### src/rtl/tpu_job_sequencer.sv
// Job sequencer driving the tpuv1 MMIO port: A rows, B rows, optional C init, start, wait, C readback.
// Optional job cycle counter enabled by defining TPU_SEQ_PERF_EN.
module tpu_job_sequencer #(
    parameter int DIM         = 8,
    parameter int DATAW       = 64,
    parameter int ADDRW       = 16,
    parameter int WAIT_CYCLES = 3*DIM-1
) (
    input  logic             clk,
    input  logic             rst_n,
    input  logic             cmd_valid,
    input  logic             cmd_accum,
    output logic             cmd_ready,
    input  logic             in_valid,
    input  logic [DATAW-1:0] in_data,
    output logic             in_ready,
    output logic             out_valid,
    output logic [DATAW-1:0] out_data,
    input  logic             out_ready,
    output logic             done,
    output logic [31:0]      perf_cycles,
    output logic [ADDRW-1:0] tpu_addr,
    output logic             tpu_rw,
    output logic [DATAW-1:0] tpu_wdata,
    input  logic [DATAW-1:0] tpu_rdata
);

    localparam int IDXW = $clog2(2*DIM);
    localparam int CNTW = $clog2(WAIT_CYCLES+2);

    localparam logic [ADDRW-1:0] A_BASE     = ADDRW'(16'h0100);
    localparam logic [ADDRW-1:0] B_BASE     = ADDRW'(16'h0200);
    localparam logic [ADDRW-1:0] C_BASE     = ADDRW'(16'h0300);
    localparam logic [ADDRW-1:0] START_ADDR = ADDRW'(16'h0400);
    localparam logic [IDXW-1:0]  LAST_AB    = IDXW'(DIM-1);
    localparam logic [IDXW-1:0]  LAST_C     = IDXW'(2*DIM-1);
    localparam logic [CNTW-1:0]  WAIT_LOAD  = CNTW'(WAIT_CYCLES);

    typedef enum logic [2:0] {
        S_IDLE  = 3'd0,
        S_LD_A  = 3'd1,
        S_LD_B  = 3'd2,
        S_LD_C  = 3'd3,
        S_START = 3'd4,
        S_WAIT  = 3'd5,
        S_RD_C  = 3'd6
    } state_t;

    state_t           state_q, state_d;
    logic [IDXW-1:0]  idx_q, idx_d;
    logic [CNTW-1:0]  wcnt_q, wcnt_d;
    logic             accum_q, accum_d;
    logic [ADDRW-1:0] tpu_addr_q, tpu_addr_d;
    logic             tpu_rw_q, tpu_rw_d;
    logic [DATAW-1:0] tpu_wdata_q, tpu_wdata_d;
    logic             cmd_ready_q, cmd_ready_d;
    logic             in_ready_q, in_ready_d;
    logic             out_valid_q, out_valid_d;
    logic             done_q, done_d;

    logic             cmd_hs_s;
    logic             in_hs_s;
    logic             out_hs_s;
    logic [ADDRW-1:0] ld_base_s;
    logic [IDXW-1:0]  ld_last_s;
    state_t           ld_next_s;

    function automatic logic [ADDRW-1:0] word_addr(input logic [ADDRW-1:0] base,
                                                   input logic [IDXW-1:0]  idx);
        return base + (ADDRW'(idx) << 3);
    endfunction

    assign cmd_hs_s = cmd_valid && cmd_ready_q;
    assign in_hs_s  = in_valid && in_ready_q;
    assign out_hs_s = out_valid_q && out_ready;

    // Per-load-state base address, last index and successor
    always_comb begin
        ld_base_s = '0;
        ld_last_s = '0;
        ld_next_s = S_IDLE;
        case (state_q)
            S_LD_A: begin
                ld_base_s = A_BASE;
                ld_last_s = LAST_AB;
                ld_next_s = S_LD_B;
            end
            S_LD_B: begin
                ld_base_s = B_BASE;
                ld_last_s = LAST_AB;
                ld_next_s = accum_q ? S_START : S_LD_C;
            end
            S_LD_C: begin
                ld_base_s = C_BASE;
                ld_last_s = LAST_C;
                ld_next_s = S_START;
            end
            default: begin
                ld_base_s = '0;
                ld_last_s = '0;
                ld_next_s = S_IDLE;
            end
        endcase
    end

    // Next-state and next registered-output logic; tpu outputs idle (addr 0, read) unless set below
    always_comb begin
        state_d     = state_q;
        idx_d       = idx_q;
        wcnt_d      = wcnt_q;
        accum_d     = accum_q;
        tpu_addr_d  = '0;
        tpu_rw_d    = 1'b0;
        tpu_wdata_d = '0;
        done_d      = 1'b0;
        case (state_q)
            S_IDLE: begin
                if (cmd_hs_s) begin
                    accum_d = cmd_accum;
                    idx_d   = '0;
                    state_d = S_LD_A;
                end else begin
                    state_d = S_IDLE;
                end
            end
            S_LD_A, S_LD_B, S_LD_C: begin
                // one write per accepted word only: tpuv1 shifts memB on every write
                if (in_hs_s) begin
                    tpu_rw_d    = 1'b1;
                    tpu_addr_d  = word_addr(ld_base_s, idx_q);
                    tpu_wdata_d = in_data;
                    if (idx_q == ld_last_s) begin
                        idx_d   = '0;
                        state_d = ld_next_s;
                    end else begin
                        idx_d = idx_q + IDXW'(1);
                    end
                end else begin
                    idx_d = idx_q;
                end
            end
            S_START: begin
                tpu_rw_d   = 1'b1;
                tpu_addr_d = START_ADDR;
                wcnt_d     = WAIT_LOAD;
                state_d    = S_WAIT;
            end
            S_WAIT: begin
                if (wcnt_q == '0) begin
                    idx_d      = '0;
                    tpu_addr_d = C_BASE;
                    state_d    = S_RD_C;
                end else begin
                    wcnt_d = wcnt_q - CNTW'(1);
                end
            end
            S_RD_C: begin
                if (out_hs_s) begin
                    if (idx_q == LAST_C) begin
                        idx_d   = '0;
                        done_d  = 1'b1;
                        state_d = S_IDLE;
                    end else begin
                        idx_d      = idx_q + IDXW'(1);
                        tpu_addr_d = word_addr(C_BASE, idx_q + IDXW'(1));
                    end
                end else begin
                    tpu_addr_d = word_addr(C_BASE, idx_q);
                end
            end
            default: begin
                idx_d   = '0;
                state_d = S_IDLE;
            end
        endcase
        cmd_ready_d = (state_d == S_IDLE);
        in_ready_d  = (state_d == S_LD_A) || (state_d == S_LD_B) || (state_d == S_LD_C);
        out_valid_d = (state_d == S_RD_C);
    end

    // State and registered-output flops
    always_ff @(posedge clk or negedge rst_n) begin
        if (!rst_n) begin
            state_q     <= S_IDLE;
            idx_q       <= '0;
            wcnt_q      <= '0;
            accum_q     <= 1'b0;
            tpu_addr_q  <= '0;
            tpu_rw_q    <= 1'b0;
            tpu_wdata_q <= '0;
            cmd_ready_q <= 1'b1;
            in_ready_q  <= 1'b0;
            out_valid_q <= 1'b0;
            done_q      <= 1'b0;
        end else begin
            state_q     <= state_d;
            idx_q       <= idx_d;
            wcnt_q      <= wcnt_d;
            accum_q     <= accum_d;
            tpu_addr_q  <= tpu_addr_d;
            tpu_rw_q    <= tpu_rw_d;
            tpu_wdata_q <= tpu_wdata_d;
            cmd_ready_q <= cmd_ready_d;
            in_ready_q  <= in_ready_d;
            out_valid_q <= out_valid_d;
            done_q      <= done_d;
        end
    end

`ifdef TPU_SEQ_PERF_EN
    logic [31:0] perf_q, perf_d;

    // Job cycle counter: cleared on accept, counts busy cycles, saturates
    always_comb begin
        if (cmd_hs_s) begin
            perf_d = 32'd0;
        end else if ((state_q != S_IDLE) && (perf_q != 32'hFFFF_FFFF)) begin
            perf_d = perf_q + 32'd1;
        end else begin
            perf_d = perf_q;
        end
    end

    // Counter register
    always_ff @(posedge clk or negedge rst_n) begin
        if (!rst_n) begin
            perf_q <= 32'd0;
        end else begin
            perf_q <= perf_d;
        end
    end

    assign perf_cycles = perf_q;
`else
    assign perf_cycles = 32'd0;
`endif

    assign cmd_ready = cmd_ready_q;
    assign in_ready  = in_ready_q;
    assign out_valid = out_valid_q;
    assign out_data  = tpu_rdata;
    assign done      = done_q;
    assign tpu_addr  = tpu_addr_q;
    assign tpu_rw    = tpu_rw_q;
    assign tpu_wdata = tpu_wdata_q;

endmodule
### config.mk
export PLATFORM = sky130hd
export DESIGN_NAME = tpu_job_sequencer
export DESIGN_NICKNAME = d
export VERILOG_FILES = /design/src/rtl/tpu_job_sequencer.sv
export SDC_FILE = /design/constraint.sdc
export NUM_CORES = 1
export LEC_CHECK = 0
export ABC_AREA = 1
export CAP_MARGIN = 30
export CORE_MARGIN = 5
export CORE_UTILIZATION = 31
export DETAILED_ROUTE_END_ITERATION = 6
export PLACE_DENSITY = 0.77
export SLEW_MARGIN = 20
export SYNTH_ARGS = -nofsm -noshare
export SYNTH_HDL_FRONTEND = slang
export SYNTH_SLANG_ARGS = --single-unit
### constraint.sdc
create_clock -name clk -period 1.7 [get_ports clk]
set_clock_uncertainty 0.15 [all_clocks]
set_input_delay 0.425 -clock clk [delete_from_list [all_inputs] [get_ports clk]]
set_output_delay 0.425 -clock clk [all_outputs]
set_load 0.03 [all_outputs]
; ---- Yosys cells after proc, flatten, opt, wreduce, memory -nomap -nowiden
; Index checks and enable logic that the tools add are counted.
[word_totals]
reg_bits = 98
latchBits = 0
ramBits = 0
romBits = 0
inputBits = 134
out_inout_bits = 181
word_cells = 80
mem_count = 0
[op_classes]
add_sub_neg = 5
mul = 0
div_mod_pow = 0
order_cmp = 0
eq_ne = 17
shift = 0
n_mux = 32
bitwise = 1
reduce_logical = 14
[ops]
columns = op, count
row1 = 64-bit 2-to-1 mux, 2
row2 = 16-bit one-hot mux with 4 select lines, 1
row3 = 16-bit 2-to-1 mux, 2
row4 = 10-bit one-hot mux with 3 select lines, 1
row5 = 4-bit 2-to-1 mux, 6
row6 = "10-bit by 7-bit adder with 11-bit output, first input constant", 2
row7 = 4-bit one-hot mux with 5 select lines, 1
row8 = 3-bit 2-to-1 mux, 6
row9 = 16-bit by 7-bit adder with 16-bit output, 1
row10 = 3-bit one-hot mux with 5 select lines, 1
row11 = "3-bit by 2-bit == test with 1-bit output, second input constant", 4
row12 = "3-bit == test, second input constant", 4
row13 = 11-bit 2-to-1 mux, 1
row14 = 10-bit 2-to-1 mux, 1
row15 = "2-bit != test, second input constant", 5
row16 = 5-bit one-hot mux with 2 select lines, 1
row17 = 3-bit one-hot mux with 3 select lines, 1
row18 = 4-bit one-hot mux with 2 select lines, 1
row19 = "3-bit by 1-bit == test with 1-bit output, second input constant", 2
row20 = 3-bit zero test, 2
row21 = 5-bit zero test, 1
row22 = 1-bit 2-to-1 mux, 5
row23 = 5-bit 2-to-1 mux, 1
row24 = 5-bit AND reduction, 1
row25 = 12 further kinds, 16

; ---- Longest topological paths before layout
; Gate-level depths: netlist (run 1).
[logic_depth]
ltp_word = 10
mapped_depth = 12
mapped_depth_nobuf = 11

; ---- Least setup slack after synthesis (run 1)
; Ideal clock, no wire load.
[synth_path]
kind = register to register
from = register wcnt_q[0]
to = register idx_q[2]
setup_ps = 65
arrival_time_ps = 1451
required_time_ps = 1485
setup_slack_ps = 34
stages_incl_launch_ff = 11
path_buffers = 0
synth_period_minus_slack_ps = 1666
cell_sequence = dfrtp_1 > inv_1 > ha_1 > nand3_1 > nor2_1 > o21ai_4 > inv_2 > nand2_2 > a21oi_2 > nand3_1 > nand2_1
[synth_via]
elab_chain_cells = 3
[synth_lines]
columns = element, line_no
row1 = from (decl), 51  ; logic [CNTW-1:0] wcnt_q, wcnt_d;
row2 = from (signal assigned), 198  ; wcnt_q <= wcnt_d;
row3 = 5-bit zero test, 149  ; if (wcnt_q == '0) begin
row4 = 2-bit != test (no source line), --
row5 = 5-bit AND reduction (no source line), --
row6 = to (signal assigned), 197  ; idx_q <= idx_d;
row7 = to (decl), 50  ; logic [IDXW-1:0] idx_q, idx_d;
; Every way passes these cells.
; A chain may end at the register's enable or synchronous reset.

; ---- Worst setup path after layout (run 1)
[layout_path]
from = register state_q[1]
to = register cmd_ready_q (netlist: cmd_ready)
[layout_via]
elab_chain_cells = 8
word_cells_on_any_way = 19
classes_between = eq/ne (7) / mux (8) / reduce/logical (4)
[layout_lines]
columns = element, line_no
row1 = from (decl), 49  ; state_t state_q, state_d;
row2 = from (signal assigned), 196  ; state_q <= state_d;
row3 = 3-bit by 1-bit == test with 1-bit output or 3-bit by 2-bit == test with 1-bit output (tied branches), "82, 116"
row4 = 2-bit OR reduction (no source line), --
row5 = 4-bit one-hot mux with 2 select lines, 82  ; case (state_q)
row6 = 4-bit == test, 132  ; if (idx_q == ld_last_s) begin
row7 = 3-bit 2-to-1 mux, 132
row8 = 3-bit 2-to-1 mux, 128  ; if (in_hs_s) begin
row9 = 3-bit one-hot mux with 5 select lines *, 116  ; case (state_q)
row10 = net state_d[0], 49
row11 = 3-bit zero test *, 176  ; cmd_ready_d = (state_d == S_IDLE);
row12 = net cmd_ready_d, 56  ; logic cmd_ready_q, cmd_ready_d;
row13 = to (signal assigned), 203  ; cmd_ready_q <= cmd_ready_d;
row14 = to (decl), 56
; The timed path passes the listed nets; every way through them passes the cells marked *.

==> reports/results.ini, run 1 <==
[die]
initial_utilization = 0.311
dieWidth_um = 127
die-area_mm2 = 0.0162
fp-row-count = 43
coreArea_mm2 = 0.0137
die_y_um = 127
io_pins = 315

[power_and_ir_drop]
power.density_mw_per_mm2 = 1410
power.leakage_nw = 3.13
power_mw = 8.53
ir_drop_mv = 0.614

[placed_design]
place_area_mm2 = 0.00555
numPortBuffers = 145
post-dp-hpwl_um = 9700
place.gp.congestion = 0.839
dp_cells = 743

[critical_path]
slowest_delay_ns = 0.40
crit_chain = buf_4 > nand2_4 > nand2_2 > nand2_1 > nand2_2 > nand3_2 > nand2_2 > nand3_2 > nand2_2 > buf_4 > nor3_2
worstSetupStartpointType = register
required_ns = 1.80
crit_top_cell = nand2_2
crit_fanout = 6
worstReg2RegStart = state_q[1]$_DFF_PN0_
crit_path_end_kind = register
path_class = register to register
worst_r2r_path_depth = 11
crit_path_start = state_q[1]$_DFF_PN0_
critPathArrivalTime_ns = 1.78
cp_slowest_cell = dfrtp_1

[cells_and_area]
stdcell_area_mm2 = 0.00604
drive_above_1_share = 0.190
diodes = 0
area_growth_pct = 41.3
final_cells = 774
nets = 727

[detailed_routing]
vias = 3333
viasPerCell = 4.31
drtPass1Iterations = 4
drtAntennaViolNets = 0
first_iter_violations = 208
drc_errors = 0
routed_wl_um = 12600
routedWlPerCell_um = 16.2

[timing]
timing.final.crit_period_ns = 1.68
fin_setup_tns_ns = 0
period_share = 0.990
finalHoldViolCount = 0
rsz0062_at_grt = true
setup_viol = 0
slew_violations = 0
max_freq_mhz = 594

[min_path]
hold_depth = 1
hold_path.class = register to register
hold_start = wcnt_q[3]$_DFFE_PN0P_

[global_routing]
grt_pass1_vias = 3148
grt_overflow = 0
grtUsageTotal = 0.139
grt_max_degree = 47
antenna_found_initial = 0
grt_pass1_wl_um = 17300

[clock_tree]
clk_pin_slew_ns = 0.06
ctsRootBufferMaster = clkbuf_16
clk_path_buf_depth = 2
cts_inserted_buffers = 9
clock_sinks = 89
clkLatencyLatePin_ns = 0.33
h-tree-depth = 3
cts_tree = done

[synthesis]
yosysWarnings = 0
synthCells = 469
syn_avg_cell_area_um2 = 9.11
synth.cell_area_mm2 = 0.00427
yosys_register_bits = 89
synth_cell_type_count = 31
synth-seq-area-share = 0.522

[job]
drv_cap = 0

[outcome]
status = finished, final reports clean

cell families after synthesis:
family,synth area share
simple gates,0.211
buf+inv,0.221
flops,0.522
compound gates,0.0325
fa+ha+maj,0.00879
xor+xnor,0.00410
other cells,0.000878
sequential cells by signal (all words and copies together), names as in the netlist:
name       flops
tpu_addr       7
state_q        3
tpu_wdata     64
out_valid      1
cmd_ready      1
done           1
in_ready       1
wcnt_q         5
idx_q          4
tpu_rw         1
accum_q        1
placed cells by master, fill, tap and decap left out, types with 3 or more instances in the layout:
cell / count
nand2_1: 89
dfrtp_1: 87
nor2_1: 73
clkdlybuf4s50_1: 68
dlygate4sd2_1: 66
conb_1: 41
buf_4: 41
inv_1: 12
o21ai_0: 12
clkbuf_16: 9
buf_12: 9
inv_2: 8
nand2_2: 8
nand3_1: 7
nand3_2: 6
nand4_1: 6
nor2_4: 4
nand2_4: 4
a21oi_1: 4
clkdlybuf4s15_1: 4
nor2_2: 3
nor3_2: 3
nor3_1: 3
cell usage after synthesis:
cell type / number / area (um^2)
xor2_1: 2 / 17.5
inv_2: 5 / 18.8
nand3_1: 12 / 60.1
nor2_1: 77 / 289
o21ai_0: 13 / 65.1
inv_1: 16 / 60.1
o21ai_4: 1 / 16.3
nor2_2: 1 / 6.26
buf_2: 8 / 40.0
a21oi_1: 4 / 20.0
a21oi_2: 2 / 17.5
clkbuf_1: 5 / 18.8
a31oi_1: 1 / 6.26
o221ai_1: 1 / 8.76
nand4_1: 6 / 37.5
nand2_4: 3 / 33.8
nor3_1: 4 / 20.0
nor3_2: 2 / 20.0
nor3b_1: 1 / 7.51
o21ai_1: 1 / 5.00
ha_1: 3 / 37.5
buf_1: 1 / 3.75
nor2_4: 2 / 22.5
conb_1: 1 / 3.75
nand2_2: 6 / 37.5
dfstp_2: 1 / 26.3
buf_4: 106 / 796
nand2_1: 93 / 349
nand3_2: 2 / 20.0
inv_4: 1 / 6.26
dfrtp_1: 88 / 2200
what timing repair did:
action | in CTS | in global routing
endpoints found under the hold margin | 15 | 0
buffers inserted | 0 | 15
pin swaps | 0 | 19
resized for setup | 71 | 37
setup endpoints to repair | 73 | 14
hold buffers | 1 | 0
worst paths after layout:
path,slack (ns),endpoint
setup / recovery,0.02,cmd_ready$_DFF_PN1_
hold / removal,0.32,wcnt_q[3]$_DFFE_PN0P_
setup reg to reg,0.02,cmd_ready$_DFF_PN1_
hold reg to reg,0.32,wcnt_q[3]$_DFFE_PN0P_
max in group asynchronous,0.52,tpu_wdata[28]$_DFF_PN0_
min in group asynchronous,0.36,done$_DFF_PN0_
power by group:
| group | leakage (nW) | switching, mW | internal (mW) | total (mW) |
|---|---|---|---|---|
| logic | 1.77 | 2.40 | 1.45 | 3.85 |
| clock network | 0.159 | 0.786 | 1.32 | 2.11 |
| registers | 1.20 | 0.138 | 2.44 | 2.58 |
layout make-up:
type | instances | area, um^2
Multi-Input combinational cell | 278 | 1370
Tap cell | 180 | 225
Inverter | 22 | 90.1
Clock inverter | 5 | 78.8
Clock buffer | 10 | 239
Fill cell | 1326 | 7680
Timing Repair Buffer | 190 | 1810
Sequential cell | 89 | 2230
per-layer routing:
| metal | GRT usage | vias up | share of wire |
|---|---|---|---|
| met5 | 0 | - | 0 |
| met4 | 0.0751 | 0 | 0.035 |
| met3 | 0.0623 | 31 | 0.12 |
| met2 | 0.224 | 204 | 0.50 |
| met1 | 0.152 | 1557 | 0.34 |
| li1 | - | 1541 | - |
per-stage QoR:
step	hold slack [ns]	setup slack [ns]	utilization
floorplan	-0.0206	0.0342	-
detailed placement	0.169	-0.269	0.405
global placement	0.164	-0.241	0.405
finish	0.317	0.0176	0.440
global route	0.334	-0.0706	0.440
CTS	0.321	0.00684	0.423
worst max-delay path: cells and delay by family (launching register included):
kind                   cells  cell delay [ns]
AND/OR/NAND/NOR            9             0.73
flip-flops                 1             0.40
buffers and inverters      2             0.33
Note: power is estimated with default switching activity, not from simulation.
==> run 2: changes to the inputs <==
--- a/config.mk
+++ b/config.mk
@@ -7,10 +7,10 @@
 export LEC_CHECK = 0
 export ABC_AREA = 1
 export CAP_MARGIN = 30
-export CORE_MARGIN = 5
-export CORE_UTILIZATION = 31
+export CORE_AREA = 5 5 119 121
 export DETAILED_ROUTE_END_ITERATION = 6
-export PLACE_DENSITY = 0.77
+export DIE_AREA = 0 0 124 126
+export PLACE_DENSITY = 0.78
 export SLEW_MARGIN = 20
 export SYNTH_ARGS = -nofsm -noshare
 export SYNTH_HDL_FRONTEND = slang
==> constraint.sdc (replaced) <==
create_clock -name clk -period 2 [get_ports clk]
set_clock_uncertainty 0.15 [all_clocks]
set_input_delay 0.5 -clock clk [delete_from_list [all_inputs] [get_ports clk]]
set_output_delay 0.5 -clock clk [all_outputs]
set_load 0.03 [all_outputs]
==> reports/results.ini, run 2 (synthesis gave the netlist of run 1 again) <==
[outcome]
status = finished, final reports clean  ; unchanged

[detailed_routing]
routed_wl_um = 12200  ; was 12,600 um
viasPerCell = 4.18  ; was 4.31
first_iter_violations = 269  ; was 208
drtPass1Iterations = 4  ; unchanged
drtAntennaViolNets = 0  ; unchanged
vias = 3112  ; was 3,333
routedWlPerCell_um = 16.4  ; was 16.2 um
drc_errors = 0  ; unchanged

[placed_design]
post-dp-hpwl_um = 9740  ; was 9700 um
numPortBuffers = 145  ; unchanged
place_area_mm2 = 0.00542  ; was 0.00555 mm^2
dp_cells = 728  ; was 743
post-place-ws_ns = -0.0691  ; was -0.269 ns
place.gp.congestion = 0.879  ; was 0.839

[die]
dieWidth_um = 124  ; was 127 um
fp-row-count = 42  ; was 43
io_pins = 315  ; unchanged
initial_utilization = 0.329  ; was 0.311
coreArea_mm2 = 0.0130  ; was 0.0137 mm^2
die-area_mm2 = 0.0156  ; was 0.0162 mm^2
die_y_um = 126  ; was 127 um

[cells_and_area]
final_common_cell = nand2_1  ; unchanged
area_growth_pct = 34.8  ; was 41.3%
postLayoutCoreUtil = 0.444  ; was 0.440
stdcell_area_mm2 = 0.00576  ; was 0.00604 mm^2
diodes = 0  ; unchanged
drive_above_1_share = 0.112  ; was 0.190
nets = 701  ; was 727
final_cells = 745  ; was 774
layout_common_cells = 93 x nand2_1, 87 x dfrtp_1, 77 x nor2_1  ; was 89 x nand2_1, 87 x dfrtp_1, 73 x nor2_1
n_fill_cell = 1243  ; was 1,326
largest_register_ffs = 64  ; unchanged

[critical_path]
worst_r2r_path_depth = 7  ; was 11
crit_fanout = 1  ; was 6
worstSetupStartpointType = register  ; unchanged
cp_slowest_cell = clkdlybuf4s50_1  ; was dfrtp_1
critPathArrivalTime_ns = 1.32  ; was 1.78 ns
cp_top_family = buffers and inverters  ; was simple AND/OR/NAND/NOR gates
path_depth = 1  ; was 11
crit_path_end_kind = output pin  ; was register
required_ns = 1.35  ; was 1.80 ns
slowest_delay_ns = 0.66  ; was 0.40 ns
crit_chain = clkdlybuf4s50_1  ; was buf_4 > nand2_4 > nand2_2 > nand2_1 > nand2_2 > nand3_2 > nand2_2 > nand3_2 > nand2_2 > buf_4 > nor3_2
worst-path-buf-inv = 1  ; was 2
path_class = register to output pin  ; was register to register

[clock_tree]
cts_inserted_buffers = 9  ; unchanged
clk_path_buf_depth = 2  ; unchanged
clkLatencyLatePin_ns = 0.33  ; about the same
cts_tree = done  ; unchanged
clk_pin_slew_ns = 0.07  ; was 0.06 ns
clock_sinks = 89  ; unchanged
ctsRootBufferMaster = clkbuf_16  ; unchanged
h-tree-depth = 3  ; unchanged

[timing]
period_share = 0.985
finalHoldViolCount = 0  ; unchanged
max_freq_mhz = 508
setup_viol = 0  ; unchanged
fin_hold_ws_ns = 0.317  ; about the same
slew_violations = 0  ; unchanged
worst_slack_ns = 0.0305  ; was 0.0176 ns
fin_setup_tns_ns = 0  ; unchanged
timing.final.crit_period_ns = 1.97

[global_routing]
busiest_layer = met2  ; unchanged
grtUsageTotal = 0.149  ; was 0.139
grt_max_degree = 81  ; was 47
grt_pass1_wl_um = 17700  ; was 17,300 um
met2_usage = 0.252  ; was 0.224
antenna_found_initial = 0  ; unchanged
grt_pass1_vias = 3107  ; was 3,148
grt_overflow = 0  ; unchanged
met1_usage = 0.161  ; was 0.152
use_met3 = 0.0726  ; was 0.0623

[min_path]
hold_depth = 1  ; unchanged
hold_path.class = register to register  ; unchanged

[power_and_ir_drop]
power.density_mw_per_mm2 = 1080  ; was 1410 mW/mm^2
power.leakage_nw = 3.38  ; was 3.13 nW
power_mw = 6.22  ; was 8.53 mW
ir_drop_mv = 0.546  ; was 0.614 mV

[job]
drv_cap = 0  ; unchanged

-- run 2: changes by cell type in the layout (fill, tap and decap cells not counted), moves of 5 or more --
cell,before,now
buf_4,41,16
clkdlybuf4s50_1,68,73
dlymetal6s2s_1,0,30
nand3_1,7,12
dlygate4sd2_1,66,40
buf_12,9,4
-- run 2: worst paths after layout --
| kind | slack, ns | start | to |
|---|---|---|---|
| setup / recovery | 0.03 | tpu_wdata[9]$_DFF_PN0_ | tpu_wdata[9] |
| hold / removal | 0.32 | wcnt_q[3]$_DFFE_PN0P_ | wcnt_q[3]$_DFFE_PN0P_ |
| setup reg to reg | 0.19 | idx_q[0]$_DFFE_PN0P_ | cmd_ready$_DFF_PN1_ |
| hold reg to reg | 0.32 | wcnt_q[3]$_DFFE_PN0P_ | wcnt_q[3]$_DFFE_PN0P_ |
| max in group asynchronous | 0.66 | rst_n | tpu_wdata[41]$_DFF_PN0_ |
| min in group asynchronous | 0.39 | rst_n | tpu_wdata[22]$_DFF_PN0_ |
-- run 2: layout make-up --
class / instances / area (um^2) / area share
Tap cell: 176 / 220 / 0.0382
Inverter: 22 / 85.1 / 0.0148
Multi-Input combinational cell: 278 / 1250 / 0.217
Clock inverter: 7 / 83.8 / 0.0145
Sequential cell: 89 / 2230 / 0.387
Timing Repair Buffer: 164 / 1670 / 0.289
Clock buffer: 9 / 225 / 0.0391
-- run 2: where the power goes --
| part | internal [mW] | total, mW | switching [mW] | leakage (nW) |
|---|---|---|---|---|
| Sequential | 2.04 | 2.16 | 0.123 | 1.21 |
| Combinational | 0.764 | 2.33 | 1.56 | 2.03 |
| Clock | 0.993 | 1.73 | 0.739 | 0.149 |
| Total | 3.79 | 6.22 | 2.42 | 3.38 |
-- run 2: per-layer routing --
metal,wire (um),up-vias
met5,0,-
li1,-,1489
met4,197,0
met2,6050,195
met1,4340,1413
met3,1650,15
-- run 2: what timing repair did --
action / 4_1_cts / 5_1_grt
hold endpoints to repair: 9 / 0
buffers inserted: 0 / 0
gates resized for setup: 40 / 31
setup endpoints to repair: 40 / 32
hold buffers: 1 / 0
==> run 3: changes to the inputs <==
--- a/config.mk
+++ b/config.mk
@@ -10,7 +10,7 @@
 export CORE_AREA = 5 5 119 121
 export DETAILED_ROUTE_END_ITERATION = 6
 export DIE_AREA = 0 0 124 126
-export PLACE_DENSITY = 0.78
+export PLACE_DENSITY_LB_ADDON = 0.05
 export SLEW_MARGIN = 20
 export SYNTH_ARGS = -nofsm -noshare
 export SYNTH_HDL_FRONTEND = slang
==> reports/results.ini, run 3 (synthesis gave the netlist of run 1 again) <==
[outcome]
status = finished, final reports clean  ; unchanged

[critical_path]
worstSetupStartpointType = register  ; unchanged
crit_path_end_kind = output pin  ; unchanged
worst_r2r_path_depth = 10  ; was 7
path_class = register to output pin  ; unchanged
worstReg2RegStart = wcnt_q[0]$_DFFE_PN0P_  ; was idx_q[0]$_DFFE_PN0P_
crit_fanout = 1  ; unchanged
r2r_slack_ns = 0.20  ; was 0.19 ns
worst-path-buf-inv = 1  ; unchanged
reg2reg_to = idx_q[3]$_DFFE_PN0P_  ; was cmd_ready$_DFF_PN1_
critPathArrivalTime_ns = 1.33  ; was 1.32 ns
cp_top_family = buffers and inverters  ; unchanged
crit_chain = clkdlybuf4s50_1  ; unchanged
required_ns = 1.35  ; about the same
cp_slowest_cell = clkdlybuf4s50_1  ; unchanged
slowest_delay_ns = 0.66  ; about the same

[cells_and_area]
n_fill_cell = 1324  ; was 1,243
nets = 701  ; unchanged
drive_above_1_share = 0.109  ; was 0.112
final_common_cell = nand2_1  ; unchanged
multiInputGateArea_mm2 = 0.00125  ; unchanged
seqCellArea_mm2 = 0.00223  ; about the same
largest_register_ffs = 64  ; unchanged
diodes = 0  ; unchanged
layout_common_cells = 93 x nand2_1, 88 x dfrtp_1, 77 x nor2_1  ; was 93 x nand2_1, 87 x dfrtp_1, 77 x nor2_1
final_cells = 745  ; unchanged
postLayoutCoreUtil = 0.443  ; was 0.444
area_growth_pct = 34.5  ; was 34.8%

[die]
coreArea_mm2 = 0.0130  ; unchanged
io_pins = 315  ; unchanged
die_y_um = 126  ; unchanged
fp-row-count = 42  ; unchanged
initial_utilization = 0.329  ; unchanged
dieWidth_um = 124  ; unchanged
die-area_mm2 = 0.0156  ; unchanged

[clock_tree]
h-tree-depth = 3  ; unchanged
clk_pin_slew_ns = 0.07  ; about the same
cts_inserted_buffers = 9  ; unchanged
clkLatencyLatePin_ns = 0.34  ; was 0.33 ns
clock_sinks = 89  ; unchanged
cts_tree = done  ; unchanged
ctsRootBufferMaster = clkbuf_16  ; unchanged
clk_path_buf_depth = 2  ; unchanged

[global_routing]
antenna_found_initial = 1  ; was 0
grt_pass1_wl_um = 16500  ; was 17,700 um
grtUsageTotal = 0.136  ; was 0.149
grt_max_degree = 67  ; was 81
grt_overflow = 0  ; unchanged
grt_pass1_vias = 3035  ; was 3,107

[detailed_routing]
viasPerCell = 4.17  ; was 4.18
routedWlPerCell_um = 15.0  ; was 16.4 um
drtPass1Iterations = 4  ; unchanged
first_iter_violations = 144  ; was 269
drtAntennaViolNets = 0  ; unchanged
top_layer = met5  ; was met4
routed_wl_um = 11200  ; was 12,200 um
drc_errors = 0  ; unchanged
wl_met3_um = 1200  ; was 1650 um
wl_met2_um = 5140  ; was 6050 um
wl_met1_um = 4660  ; was 4340 um
vias = 3109  ; was 3,112

[min_path]
min_to = wcnt_q[3]$_DFFE_PN0P_  ; unchanged
hold_depth = 1  ; unchanged
hold_path.class = register to register  ; unchanged
hold_start = wcnt_q[3]$_DFFE_PN0P_  ; unchanged

[power_and_ir_drop]
ir_drop_mv = 0.519  ; was 0.546 mV
power.leakage_nw = 3.35  ; was 3.38 nW
power.density_mw_per_mm2 = 1060  ; was 1080 mW/mm^2

[timing]
timing.final.crit_period_ns = 1.98  ; was 1.97 ns
setup_viol = 0  ; unchanged
finalHoldViolCount = 0  ; unchanged
slew_violations = 0  ; unchanged
period_share = 0.989  ; was 0.985
max_freq_mhz = 506  ; was 508 MHz

[job]
drv_cap = 0  ; unchanged

[placed_design]
numPortBuffers = 145  ; unchanged
place.gp.congestion = 0.858  ; was 0.879
post-dp-hpwl_um = 8260  ; was 9740 um
dp_cells = 728  ; unchanged

[run 3: cell types whose count changed in the layout (fill, tap and decap cells not counted), sizes merged]
cell           change
buf                -1
bufinv             -1
clkbuf             +1
clkdlybuf4s50      +2
clkinv             +2
clkinvlp           +1
dlymetal6s2s       -1
inv                -3
[run 3: worst max-delay path by stage]
stage | start | end | slack [ns] | cells after the start
floorplan | wcnt_q[0]$_DFFE_PN0P_ | idx_q[2]$_DFFE_PN0P_ | 0.33 | 10
detailed placement | in_valid | idx_q[1]$_DFFE_PN0P_ | -0.05 | 9
finish | tpu_wdata[19]$_DFF_PN0_ | tpu_wdata[19] | 0.02 | 1
global placement | out_ready | cmd_ready$_DFF_PN1_ | -0.02 | 9
CTS | tpu_wdata[16]$_DFF_PN0_ | tpu_wdata[16] | 0.0002 | 1
global route | tpu_wdata[44]$_DFF_PN0_ | tpu_wdata[44] | -0.004 | 1
[run 3: routing by layer]
metal | track usage | vias to the layer above
met5 | 0 | -
met4 | 0.0438 | 2
met3 | 0.0480 | 24
met2 | 0.218 | 159
met1 | 0.170 | 1438
li1 | - | 1486
[run 3: timing repair]
item                                    CTS  global route
endpoints found under the hold margin    25             0
hold buffers                              1             0
setup buffers                             0             0
gates resized for setup                  40            29
endpoints found under the setup margin   40            29
[run 3: area by class of cell]
type	instances	share of cell area
well taps	176	0.0383
clock inverters	6	0.00740
multi-input cells	278	0.218
clock buffers	10	0.0416
flip-flops and latches	89	0.388
inverters	22	0.0148
repair buffers	164	0.292
[run 3: power breakdown]
part	switching, mW	internal [mW]	leakage (nW)
Clock	0.734	0.879	0.135
Combinational	1.57	0.764	2.01
Sequential	0.0974	2.03	1.21
[run 3: through the flow]
| step | hold slack (ns) | worst slack (ns) | TNS [ns] | total power, mW | cell area (um^2) |
|---|---|---|---|---|---|
| after floorplan | 0.0544 | 0.334 | 0 | 3.97 | 4420 |
| after global placement | 0.311 | -0.0210 | -0.0631 | 4.64 | 5430 |
| after detailed placement | 0.306 | -0.0548 | -0.302 | 4.62 | 5430 |
| after CTS | 0.322 | 0.000217 | 0 | 6.19 | 5670 |
| after global routing | 0.382 | -0.00421 | -0.00421 | 6.45 | 5750 |
| final | 0.325 | 0.0225 | 0 | 6.08 | 5750 |
